### config.mk
export PLATFORM = sky130hd
export DESIGN_NAME = clkdiv_gen
export DESIGN_NICKNAME = d
export VERILOG_FILES = /design/src/rtl/clkdiv_gen.sv
export SDC_FILE = /design/constraint.sdc
export NUM_CORES = 1
export LEC_CHECK = 0
export ABC_AREA = 1
export CELL_PAD_IN_SITES_DETAIL_PLACEMENT = 0
export CELL_PAD_IN_SITES_GLOBAL_PLACEMENT = 1
export CORE_MARGIN = 2
export CORE_UTILIZATION = 35
export DETAILED_ROUTE_END_ITERATION = 8
export PLACE_DENSITY = 0.79
export SYNTH_ARGS = -nofsm -noshare
export SYNTH_HDL_FRONTEND = slang
export SYNTH_SLANG_ARGS = --single-unit
export TNS_END_PERCENT = 1
### constraint.sdc
create_clock -name mclk -period 2.2 [get_ports mclk]
set_input_delay 0.55 -clock mclk [delete_from_list [all_inputs] [get_ports mclk]]
set_output_delay 0.55 -clock mclk [all_outputs]
set_load 0.02 [all_outputs]
### src/rtl/clkdiv_gen.sv
// Programmable mclk divider with start phase, glitch-free reload and clean stop.
// Optional rise counter port enabled by defining CLKDIV_RISECNT_EN.
module clkdiv_gen #(
    parameter int DIV_W = 8,
    parameter int CNT_W = 16
) (
    input  logic             mclk,
    input  logic             rst_n,
    input  logic             en,
    input  logic             load,
    input  logic [DIV_W-1:0] div_val,
    input  logic [DIV_W-1:0] phase_val,
    output logic             bclk,
    output logic             bclk_rise,
    output logic             running
`ifdef CLKDIV_RISECNT_EN
    ,
    output logic [CNT_W-1:0] rise_cnt
`endif
);

    typedef enum logic [1:0] {
        IDLE,
        PHASE,
        RUN
    } state_t;

    localparam logic [DIV_W:0]   ONE_C = {{DIV_W{1'b0}}, 1'b1};
    localparam logic [DIV_W-1:0] ONE_D = {{(DIV_W-1){1'b0}}, 1'b1};

    state_t           state_q, state_d;
    logic [DIV_W:0]   cnt_q, cnt_d;
    logic [DIV_W-1:0] half_s_q, half_s_d;
    logic [DIV_W-1:0] phase_s_q, phase_s_d;
    logic [DIV_W-1:0] half_a_q, half_a_d;
    logic             bclk_q, bclk_d;
    logic             rise_q, rise_d;
    logic             run_q, run_d;
    logic             stop_q, stop_d;

    logic [DIV_W-1:0] div_eff;
    logic [DIV_W-1:0] half_nxt;
    logic [DIV_W-1:0] phase_nxt;

    assign div_eff   = (div_val == '0) ? ONE_D : div_val;
    // A load on the very edge of a rise still wins over the older shadow.
    assign half_nxt  = load ? div_eff : half_s_q;
    assign phase_nxt = load ? phase_val : phase_s_q;

    always_comb begin
        state_d   = state_q;
        cnt_d     = cnt_q;
        half_s_d  = half_s_q;
        phase_s_d = phase_s_q;
        half_a_d  = half_a_q;
        bclk_d    = bclk_q;
        stop_d    = stop_q;
        rise_d    = 1'b0;
        if (load) begin
            half_s_d  = div_eff;
            phase_s_d = phase_val;
        end
        unique case (state_q)
            IDLE: begin
                bclk_d = 1'b0;
                stop_d = 1'b0;
                if (load) half_a_d = div_eff;
                if (en) begin
                    state_d = PHASE;
                    cnt_d   = {1'b0, phase_nxt} + ONE_C;
                end
            end
            PHASE: begin
                if (cnt_q != '0) begin
                    cnt_d = cnt_q - ONE_C;
                end else if (!en) begin
                    state_d = IDLE;
                end else begin
                    state_d  = RUN;
                    bclk_d   = 1'b1;
                    rise_d   = 1'b1;
                    half_a_d = half_nxt;
                    cnt_d    = {1'b0, half_nxt} - ONE_C;
                end
            end
            RUN: begin
                if (cnt_q != '0) begin
                    cnt_d = cnt_q - ONE_C;
                end else if (bclk_q) begin
                    // Stop is decided here but the low half still runs out.
                    bclk_d = 1'b0;
                    cnt_d  = {1'b0, half_a_q} - ONE_C;
                    if (!en) stop_d = 1'b1;
                end else if (stop_q) begin
                    state_d = IDLE;
                    stop_d  = 1'b0;
                end else begin
                    bclk_d   = 1'b1;
                    rise_d   = 1'b1;
                    half_a_d = half_nxt;
                    cnt_d    = {1'b0, half_nxt} - ONE_C;
                end
            end
            default: begin
                state_d = IDLE;
                bclk_d  = 1'b0;
            end
        endcase
        run_d = (state_d != IDLE);
    end

    always_ff @(posedge mclk or negedge rst_n) begin
        if (!rst_n) begin
            state_q   <= IDLE;
            cnt_q     <= '0;
            half_s_q  <= ONE_D;
            phase_s_q <= '0;
            half_a_q  <= ONE_D;
            bclk_q    <= 1'b0;
            rise_q    <= 1'b0;
            run_q     <= 1'b0;
            stop_q    <= 1'b0;
        end else begin
            state_q   <= state_d;
            cnt_q     <= cnt_d;
            half_s_q  <= half_s_d;
            phase_s_q <= phase_s_d;
            half_a_q  <= half_a_d;
            bclk_q    <= bclk_d;
            rise_q    <= rise_d;
            run_q     <= run_d;
            stop_q    <= stop_d;
        end
    end

    assign bclk      = bclk_q;
    assign bclk_rise = rise_q;
    assign running   = run_q;

`ifdef CLKDIV_RISECNT_EN
    localparam logic [CNT_W-1:0] ONE_R = {{(CNT_W-1){1'b0}}, 1'b1};

    logic [CNT_W-1:0] rcnt_q, rcnt_d;

    always_comb begin
        rcnt_d = rcnt_q;
        if (state_q == IDLE && load) rcnt_d = '0;
        if (rise_d) rcnt_d = rcnt_q + ONE_R;
    end

    always_ff @(posedge mclk or negedge rst_n) begin
        if (!rst_n) rcnt_q <= '0;
        else        rcnt_q <= rcnt_d;
    end

    assign rise_cnt = rcnt_q;
`endif

endmodule

==> results.py, run 1 <==
metrics = {
    "global_route": {
        "grt_max_degree": 40,
        "grt_usage_pct": 18.1,
        "antenna_found_initial": 0,
        "overflow": 0,
        "grt_pass1_vias": 2686,
        "grt_first_pass_wirelength_mm": 12.6,
    },
    "floorplanning": {
        "die_area_um2": 8850,
        "start_util_pct": 36.4,
        "core_area_um2": 7810,
        "die_h_um": 94.1,
        "io_pins": 23,
        "row_count": 32,
        "die_x_um": 94.1,
    },
    "synthesis": {
        "ys_ff_latch": 39,
        "synth_nets": 427,
        "syn_avg_cell_area_um2": 7.12,
        "synth_area_leaders": "dfrtp_1 33%, nand2_1 14%, inv_1 5.8%",
        "ys_seq_area_share_pct": 34.4,
        "synth_edf_count": 0,
        "yosysTopAreaCell": "dfrtp_1",
        "yosysMostFrequentCell": "nand2_1",
        "syn_inst": 399,
        "yosys_warnings": 0,
        "synth_top_area_share_pct": 32.6,
        "synth_cell_types": 39,
        "synth_commonest_cells": "107 x nand2_1, 44 x inv_1, 37 x dfrtp_1",
        "ys.flop_type": "dfrtp_1",
        "synthArstFlopShare_pct": 100,
        "synth_area_um2": 2840,
    },
    "critical_path": {
        "cp_num_buf_inv": 1,
        "cp_max_fo": 9,
        "cp-start-kind": "flop",
        "reg2regPathDepth": 10,
        "cp.arrival_ps": 1480,
        "timing.rr.end": "cnt_q[4]$_DFFE_PN0P_",
        "path_class": "flop to output pin",
        "rr_startpoint": "cnt_q[0]$_DFFE_PN0P_",
        "ff2ff_setup_slack_ps": 220,
        "required_ps": 1650,
        "crit_start": "bclk$_DFFE_PN0P_",
        "slowest_stage": "clkdlybuf4s50_1",
        "critPathCaptureType": "output pin",
        "crit_family": "buffers and inverters",
        "max_stage_delay_ps": 670,
        "crit_chain": "clkdlybuf4s50_1",
    },
    "routing": {
        "drt_wl_total_mm": 7.35,
        "vias": 2702,
        "routedWlPerCell_um": 12.9,
        "first_iter_violations": 128,
        "drc_errors": 0,
        "dr.pass1.iters": 4,
        "drtAntennaViolNets": 0,
        "vias_per_cell": 4.76,
    },
    "clocking": {
        "cts_inserted_buffers": 5,
        "post_cts_buffers": 0,
        "cts_sinks": 39,
        "cts_tree": "done",
        "cts-htree-levels": 2,
        "cts.clk_slew.worst_paths_ps": 90,
        "cts_root_buffer": "clkbuf_8",
        "cts_buffer_depth": 2,
        "clkLatencyLatePin_ps": 300,
    },
    "cells_and_area": {
        "num-fill-cells": 815,
        "post-route-util_pct": 46.3,
        "diodes": 0,
        "regArea_um2": 978,
        "area_growth_pct": 27.1,
        "multiInputGateArea_um2": 1600,
        "nNetsFinal": 493,
        "drive_above_1_share_pct": 22.3,
        "fin_area_um2": 3610,
    },
    "worst_hold_path": {
        "worstHoldPathType": "primary input to asynchronous set/reset pin",
    },
    "timing": {
        "period_needed_ps": 2030,
        "relSlewSlack_pct": 63.9,
        "worst-slew-pin-transition_ps": 541,
        "hold_viol": 0,
        "whs_ps": 283,
        "setup_viol": 0,
        "final-max-slew-violation-count": 0,
        "finClkSkew_ps": 9.65,
        "min_period_over_period_pct": 92.5,
        "setup_tns_ps": 0,
        "fmax_mhz": 492,
        "rsz0062_at_grt": "no",
    },
    "placement": {
        "dpl.hpwl_mm": 5.71,
        "port-buffer-count": 22,
        "placed_cell_area_um2": 3480,
        "gp_congestion": 0.866,
    },
    "power_and_ir_drop": {
        "ir_drop_mv": 0.551,
        "power_density_nw_per_um2": 975,
        "p_leak_nw": 1.80,
    },
    "run": {
        "maxCapViolations": 0,
    },
    "outcome": {
        "status": "completed",
    },
}
## per-layer routing
metal	up-vias	part of all wire, %	routed length (µm)	GRT usage, %
li1	1418	-	-	-
met1	1226	51	3750	25.9
met2	52	43	3180	28.5
met3	6	4.8	350	3.13
met4	0	0.88	65	3.99
met5	-	0	0	0
## worst max path at each step
stage / end / slack, ps / cells past startpoint
detailed placement: cnt_q[8]$_DFFE_PN0P_ / -350 / 11
finish: bclk / 170 / 1
floorplan: cnt_q[8]$_DFFE_PN0P_ / 270 / 10
global placement: cnt_q[6]$_DFFE_PN0P_ / -330 / 12
CTS: cnt_q[8]$_DFFE_PN0P_ / 20 / 15
global route: cnt_q[5]$_DFFE_PN0P_ / 20 / 12
## what timing repair did
item / in CTS / in global routing
resized for setup: 1 / 15
hold buffers: 0 / 0
gates cloned: 0 / 0
pin swaps: 0 / 6
setup endpoints to repair: 2 / 8
## layout make-up
type,instances,share of cell area [%]
multi-input cells,294,44.2
flip-flops and latches,39,27.1
repair buffers,71,17.0
inverters,54,5.75
well taps,102,3.53
clock buffers,5,1.91
clock inverters,3,0.554
## logic make-up after synthesis
kind of cell	synth area share [%]
DFF	34.4
xor gates and xnor gates	3.08
buffers and inverters	10.1
and+or+nand+nor	34.3
adders and majority gates	3.52
AOI/OAI and AO/OA	14.5
## where the power goes
| part | internal (W) | switching [W] | leakage, nW |
|---|---|---|---|
| combinational | 0.000721 | 0.00116 | 1.29 |
| clock | 0.000221 | 0.000278 | 0.0402 |
| sequential | 0.000944 | 0.000196 | 0.469 |
## registers in the layout (all words and copies together), names as in the netlist
register	count
bclk	1
bclk_rise	1
cnt_q	9
half_a_q	8
half_s_q	8
phase_s_q	8
running	1
state_q	2
stop_q	1
## placed cells by master, fill, tap and decap left out, drive strengths merged
cell type / instances
clkdlybuf4s15: 1
nand4: 8
o21ai: 29
or2: 4
clkinvlp: 2
xnor2: 4
dlymetal6s2s: 7
a31oi: 6
o211ai: 7
o22ai: 3
nor3: 4
o21a: 1
o31ai: 2
inv: 54
xor2: 6
a41oi: 1
clkinv: 1
nand3: 22
nor2: 42
o21bai: 1
dfrtp: 37
buf: 50
clkdlybuf4s50: 13
a22oi: 1
nand2: 124
dfstp: 2
ha: 8
clkbuf: 5
a21oi: 21
## worst register-to-register path: stages (launching register included)
cell	delay [ps]
dfrtp_1	380
inv_1	110
ha_1	200
nand2_1	120
nor2_4	150
nand4_4	190
buf_4	230
a31oi_1	210
o21ai_1	110
a21oi_1	130
nor2_1	50
## stage by stage
step                setup slack, ps  total power [W]  cells
floorplan                       269          0.00243    399
CTS                            20.3          0.00354    568
finish                          166          0.00352    568
detailed placement             -347          0.00302    560
global placement               -333          0.00301    560
global route                   16.8          0.00388    568
Note: power is estimated with default switching activity, not from simulation.
==> run 2, diff against run 1 <==
--- a/config.mk
+++ b/config.mk
@@ -9,9 +9,9 @@
 export CELL_PAD_IN_SITES_DETAIL_PLACEMENT = 0
 export CELL_PAD_IN_SITES_GLOBAL_PLACEMENT = 1
 export CORE_MARGIN = 2
-export CORE_UTILIZATION = 35
+export CORE_UTILIZATION = 43
 export DETAILED_ROUTE_END_ITERATION = 8
-export PLACE_DENSITY = 0.79
+export PLACE_DENSITY = 0.92
 export SYNTH_ARGS = -nofsm -noshare
 export SYNTH_HDL_FRONTEND = slang
 export SYNTH_SLANG_ARGS = --single-unit
==> constraint.sdc (replaced) <==
create_clock -name mclk -period 2.2 [get_ports mclk]
set_input_delay 0.44 -clock mclk [delete_from_list [all_inputs] [get_ports mclk]]
set_output_delay 0.44 -clock mclk [all_outputs]
set_load 0.02 [all_outputs]
==> run 2 against run 1 <==
  * First-iteration DRC count up 35%
  * Non-clock buffer count down 5
  * Routed wire length increased by 2.6%
  * Die area down 18%
  * Clock skew is 1.7 ps lower
  * Critical path depth increased by 11
  * Setup slack lost 6.4 ps
  * Combinational power about the same
  * Clock power grew 30%
  * Final area down 1.2%
  * Sequential share of layout area grew 0.34 points
  * Critical endpoint is now cnt_q[5]$_DFFE_PN0P_
  * Largest cell class unchanged
==> results.py, run 2 (same netlist as run 1, synthesis figures left out) <==
metrics = {
    "timing": {
        "relSlewSlack_pct": 64.5,
        "setup_viol": 0,
        "setup_ws_ps": 160,
        "fmax_mhz": 490,
        "min_period_over_period_pct": 92.7,
        "final-max-slew-violation-count": 0,
        "finClkSkew_ps": 7.92,
        "rsz0062_at_grt": "yes",
        "worst-slew-pin-transition_ps": 531,
        "hold_viol": 0,
        "period_needed_ps": 2040,
    },
    "global_route": {
        "antenna_found_initial": 0,
        "grt_max_degree": 19,
        "grt_first_pass_wirelength_mm": 12.8,
        "grt_pass1_vias": 2737,
        "overflow": 0,
        "grt_usage_pct": 22.1,
    },
    "routing": {
        "drtAntennaViolNets": 0,
        "drt_wl_total_mm": 7.54,
        "first_iter_violations": 173,
        "dr.pass1.iters": 5,
        "drc_errors": 0,
        "routedWlPerCell_um": 14.0,
        "vias": 2805,
        "vias_per_cell": 5.21,
    },
    "clocking": {
        "cts_sinks": 39,
        "cts_inserted_buffers": 5,
        "clkLatencyLatePin_ps": 310,
        "cts_root_buffer": "clkbuf_8",
        "cts_buffer_depth": 2,
        "cts_tree": "done",
        "cts.clk_slew.worst_paths_ps": 80,
        "cts-htree-levels": 2,
    },
    "cells_and_area": {
        "regMostFlops": "cnt_q",
        "layout_common_cells": "106 x nand2_1, 44 x inv_1, 42 x buf_4, 37 x dfrtp_1, 36 x nor2_1",
        "nNetsFinal": 488,
        "post-route-util_pct": 55.9,
        "layout.cells.non_filler": 538,
        "drive_above_1_share_pct": 21.3,
        "layout_commonest_cell": "nand2_1",
        "area_growth_pct": 25.5,
        "largest_reg_flops": 9,
        "diodes": 0,
    },
    "critical_path": {
        "reg2regPathDepth": 12,
        "timing.rr.end": "cnt_q[5]$_DFFE_PN0P_",
        "cp.arrival_ps": 2240,
        "ff2ff_setup_slack_ps": 160,
        "cp-start-kind": "flop",
        "rr_startpoint": "cnt_q[0]$_DFFE_PN0P_",
        "path_class": "flop to flop",
        "required_ps": 2400,
        "critPathCaptureType": "flop",
        "cp_max_fo": 9,
    },
    "run": {
        "maxCapViolations": 0,
    },
    "power_and_ir_drop": {
        "power_density_nw_per_um2": 1040,
        "p_leak_nw": 1.75,
        "ir_drop_mv": 0.763,
    },
    "floorplanning": {
        "die_h_um": 85.3,
        "die_x_um": 85.3,
        "row_count": 29,
        "io_pins": 23,
        "core_area_um2": 6390,
        "die_area_um2": 7270,
        "start_util_pct": 44.5,
    },
    "placement": {
        "dpl.hpwl_mm": 5.77,
        "gp_congestion": 0.899,
        "dpl.cell_count": 529,
        "post-place-ws_ps": -218,
        "port-buffer-count": 22,
    },
    "worst_hold_path": {
        "worstHoldPathType": "primary input to asynchronous set/reset pin",
    },
    "outcome": {
        "status": "completed",
    },
}
-- run 2: timing repair --
action,CTS,global route
setup buffers,0,0
hold endpoints to repair,6,0
setup endpoints to repair,0,8
hold buffers,1,0
resized for setup,0,7
-- run 2: power by group --
group	switching [W]	internal, W
Combinational	0.00120	0.000706
Sequential	0.000198	0.000944
Clock	0.000277	0.000373
Total	0.00168	0.00202
-- run 2: layout make-up --
class | count | area, µm²
fillers | 631 | 2820
inverters | 54 | 208
flip-flops and latches | 39 | 978
repair buffers | 66 | 563
well taps | 77 | 96.3
multi-input cells | 294 | 1600
clock inverters | 2 | 38.8
clock buffers | 6 | 82.6
-- run 2: per-stage QoR --
step	area (µm²)	power (W)	setup TNS (ps)	hold slack, ps
final	3570	0.00370	0	496
after global routing	3570	0.00403	-1.13	536
after CTS	3540	0.00367	0	494
after detailed placement	3410	0.00301	-817	292
after global placement	3410	0.00296	-540	296
after floorplan	2840	0.00243	0	144
-- run 2: worst max-delay path: stages (launching register included) --
cell and delay, ps:
dfrtp_1 390, inv_1 100, ha_1 200, nand2_1 120, nor2_4 150, nand4_4 190
buf_4 230, a21oi_1 210, a21oi_1 100, nand2_1 90, nand2_1 50, nand2_1 60
nand2_1 40
-- run 2: how the worst max path moves through the flow --
stage	start	end	depth (start not counted)
floorplan	load	cnt_q[8]$_DFFE_PN0P_	10
global placement	load	cnt_q[8]$_DFFE_PN0P_	10
detailed placement	load	cnt_q[8]$_DFFE_PN0P_	10
CTS	load	cnt_q[8]$_DFFE_PN0P_	10
global route	cnt_q[0]$_DFFE_PN0P_	cnt_q[6]$_DFFE_PN0P_	12
finish	cnt_q[0]$_DFFE_PN0P_	cnt_q[5]$_DFFE_PN0P_	12
-- run 2: routing by layer --
metal / wire length [µm] / part of all wire (%) / up-vias / track usage [%]
met5: 0 / 0 / - / 0
met4: 158 / 2.1 / 0 / 7.79
met3: 368 / 4.9 / 16 / 3.99
met2: 3520 / 47 / 73 / 34.5
met1: 3500 / 46 / 1307 / 30.8
li1: - / - / 1409 / -
==> patch, RTL diff (flow settings as in run 1) <==
`DIV_W`: 8 -> 7.
--- a/src/rtl/clkdiv_gen.sv
+++ b/src/rtl/clkdiv_gen.sv
@@ -3,3 +3,3 @@
 module clkdiv_gen #(
-    parameter int DIV_W = 8,
+    parameter int DIV_W = 7,
     parameter int CNT_W = 16
Ports: changed (resized div_val and phase_val); port bits go from 23 to 21. No check against the original RTL was run, so the function may have changed too.
==> patch against run 1 <==
  * Core utilization is 2.0 points lower
  * Setup slack gained 0.017 ns
  * Area after synthesis fell by 10%
  * Cell area down 13%
  * Routed wire length shrank 11%
  * Via count decreased by 7.4%
  * Total power down 8.3%
  * Sequential cell count shrank 4
  * Final cell count down 7.4%
==> patch: results (changes against run 1) <==
io_buffers: 20  # was 22
yosys-top-cells-count: "112 x nand2_1, 48 x inv_1, 41 x nor2_1"  # was 107 x nand2_1, 44 x inv_1, 37 x dfrtp_1
status: "complete, no violations"  # unchanged
crit_end: "cnt_q[4]"  # was bclk
largest_reg_flops: 8  # was 9
synth_compound_area_share_pct: 13.5  # was 14.5%
r2r_cells: 9  # was 10
place_area_mm2: 0.00305  # was 0.00348 mm²
dp_hpwl_um: 5320  # was 5710 µm
cts_buffer_depth: 2  # unchanged
maxSlewHeadroom_pct: 68.4  # was 63.9%
ys_types: 33  # was 39
fin_skew_ns: 0.00676  # was 0.00965 ns
clk_pin_slew_worst_paths_ns: 0.07  # was 0.09 ns
grt_pass1_wl_um: 11200  # was 12600 µm
fin_nets: 453  # was 493
gp_congestion: 0.933  # was 0.866
drive_gt1_share_pct: 15.5  # was 22.3%
ir_worst_vdd_mv: 0.291  # was 0.551 mV
die_w_um: 89.4  # was 94.1 µm
ys_top_cells_by_area: "dfrtp_1 32%, nand2_1 16%, inv_1 7.1%"  # was dfrtp_1 33%, nand2_1 14%, inv_1 5.8%
grt_pass1_vias: 2437  # was 2686
grt_util_all_layers_pct: 18.1  # about the same
critPathArrivalTime_ns: 2.24  # was 1.48 ns
grt_start_max_net_pins: 19  # was 40
layout_setup_ws_ns: 0.183  # was 0.166 ns
synth-seq-area-share_pct: 34.4  # about the same
synth-xor-area-share_pct: 1.72  # was 3.08%
fillerInstances: 757  # was 815
r2r_slack_ns: 0.31  # was 0.22 ns
crit_start: "load"  # was bclk
synth-adder-area-share_pct: 3.93  # was 3.52%
critPathMaxStageDelay_ns: 0.53  # was 0.67 ns
leakagePower_nw: 1.53  # was 1.80 nW
dr.first_iter.drc_count: 217  # was 128
place_ws_ns: -0.121  # was -0.347 ns
post_cts_resized: 0  # was 1
num_vias: 2501  # was 2702
wl_per_cell_um: 12.5  # was 12.9 µm
worstReg2RegEnd: "half_a_q[1]"  # was cnt_q[4]
crit_family: "buffers and inverters"  # unchanged
syn-num-nets: 405  # was 427
patch: cell count changes after synthesis, sizes merged, moves of 4 or more:
cell	delta
nand3	+8
dfrtp	-4
nand2	-7
a31oi	-4
nor2	+4
nor3	-4
xor2	-4
o211ai	-6
patch: cell families (layout without fill, tap and decap cells):
family          count (synthesis)  in the layout
fa+ha+maj                       8              8
simple gates                  210            210
buf+inv                        60            108
compound gates                 61             61
xor+xnor                        5              5
flops                          35             35
patch: power breakdown:
group	internal, mW	switching [mW]
Sequential	0.841	0.170
Clock	0.331	0.249
Combinational	0.625	1.01
Total	1.80	1.43
patch: per-stage QoR:
stage          hold slack [ns]  cells
6_report                 0.213    526
4_1_cts                  0.227    526
2_1_floorplan            0.254    379
3_3_place_gp             0.484    519
3_5_place_dp             0.487    519
5_1_grt                  0.242    526
patch: area by class of cell:
| type | count | area, µm² | share of cell area [%] |
|---|---|---|---|
| Multi-Input combinational cell | 284 | 1420 | 44.8 |
| Sequential cell | 35 | 878 | 27.8 |
| Timing Repair Buffer | 49 | 438 | 13.9 |
| Inverter | 52 | 195 | 6.18 |
| Tap cell | 99 | 124 | 3.92 |
| Clock buffer | 5 | 68.8 | 2.18 |
| Clock inverter | 2 | 37.5 | 1.19 |
patch: routing by layer:
| metal | vias up | routed length (µm) | GRT usage [%] | part of all wire (%) |
|---|---|---|---|---|
| met5 | - | 0 | 0 | 0 |
| met4 | 0 | 74 | 4.07 | 1.1 |
| met2 | 50 | 3060 | 30.6 | 47 |
| met3 | 9 | 267 | 3.23 | 4.1 |
| li1 | 1306 | - | - | - |
| met1 | 1136 | 3150 | 24.2 | 48 |
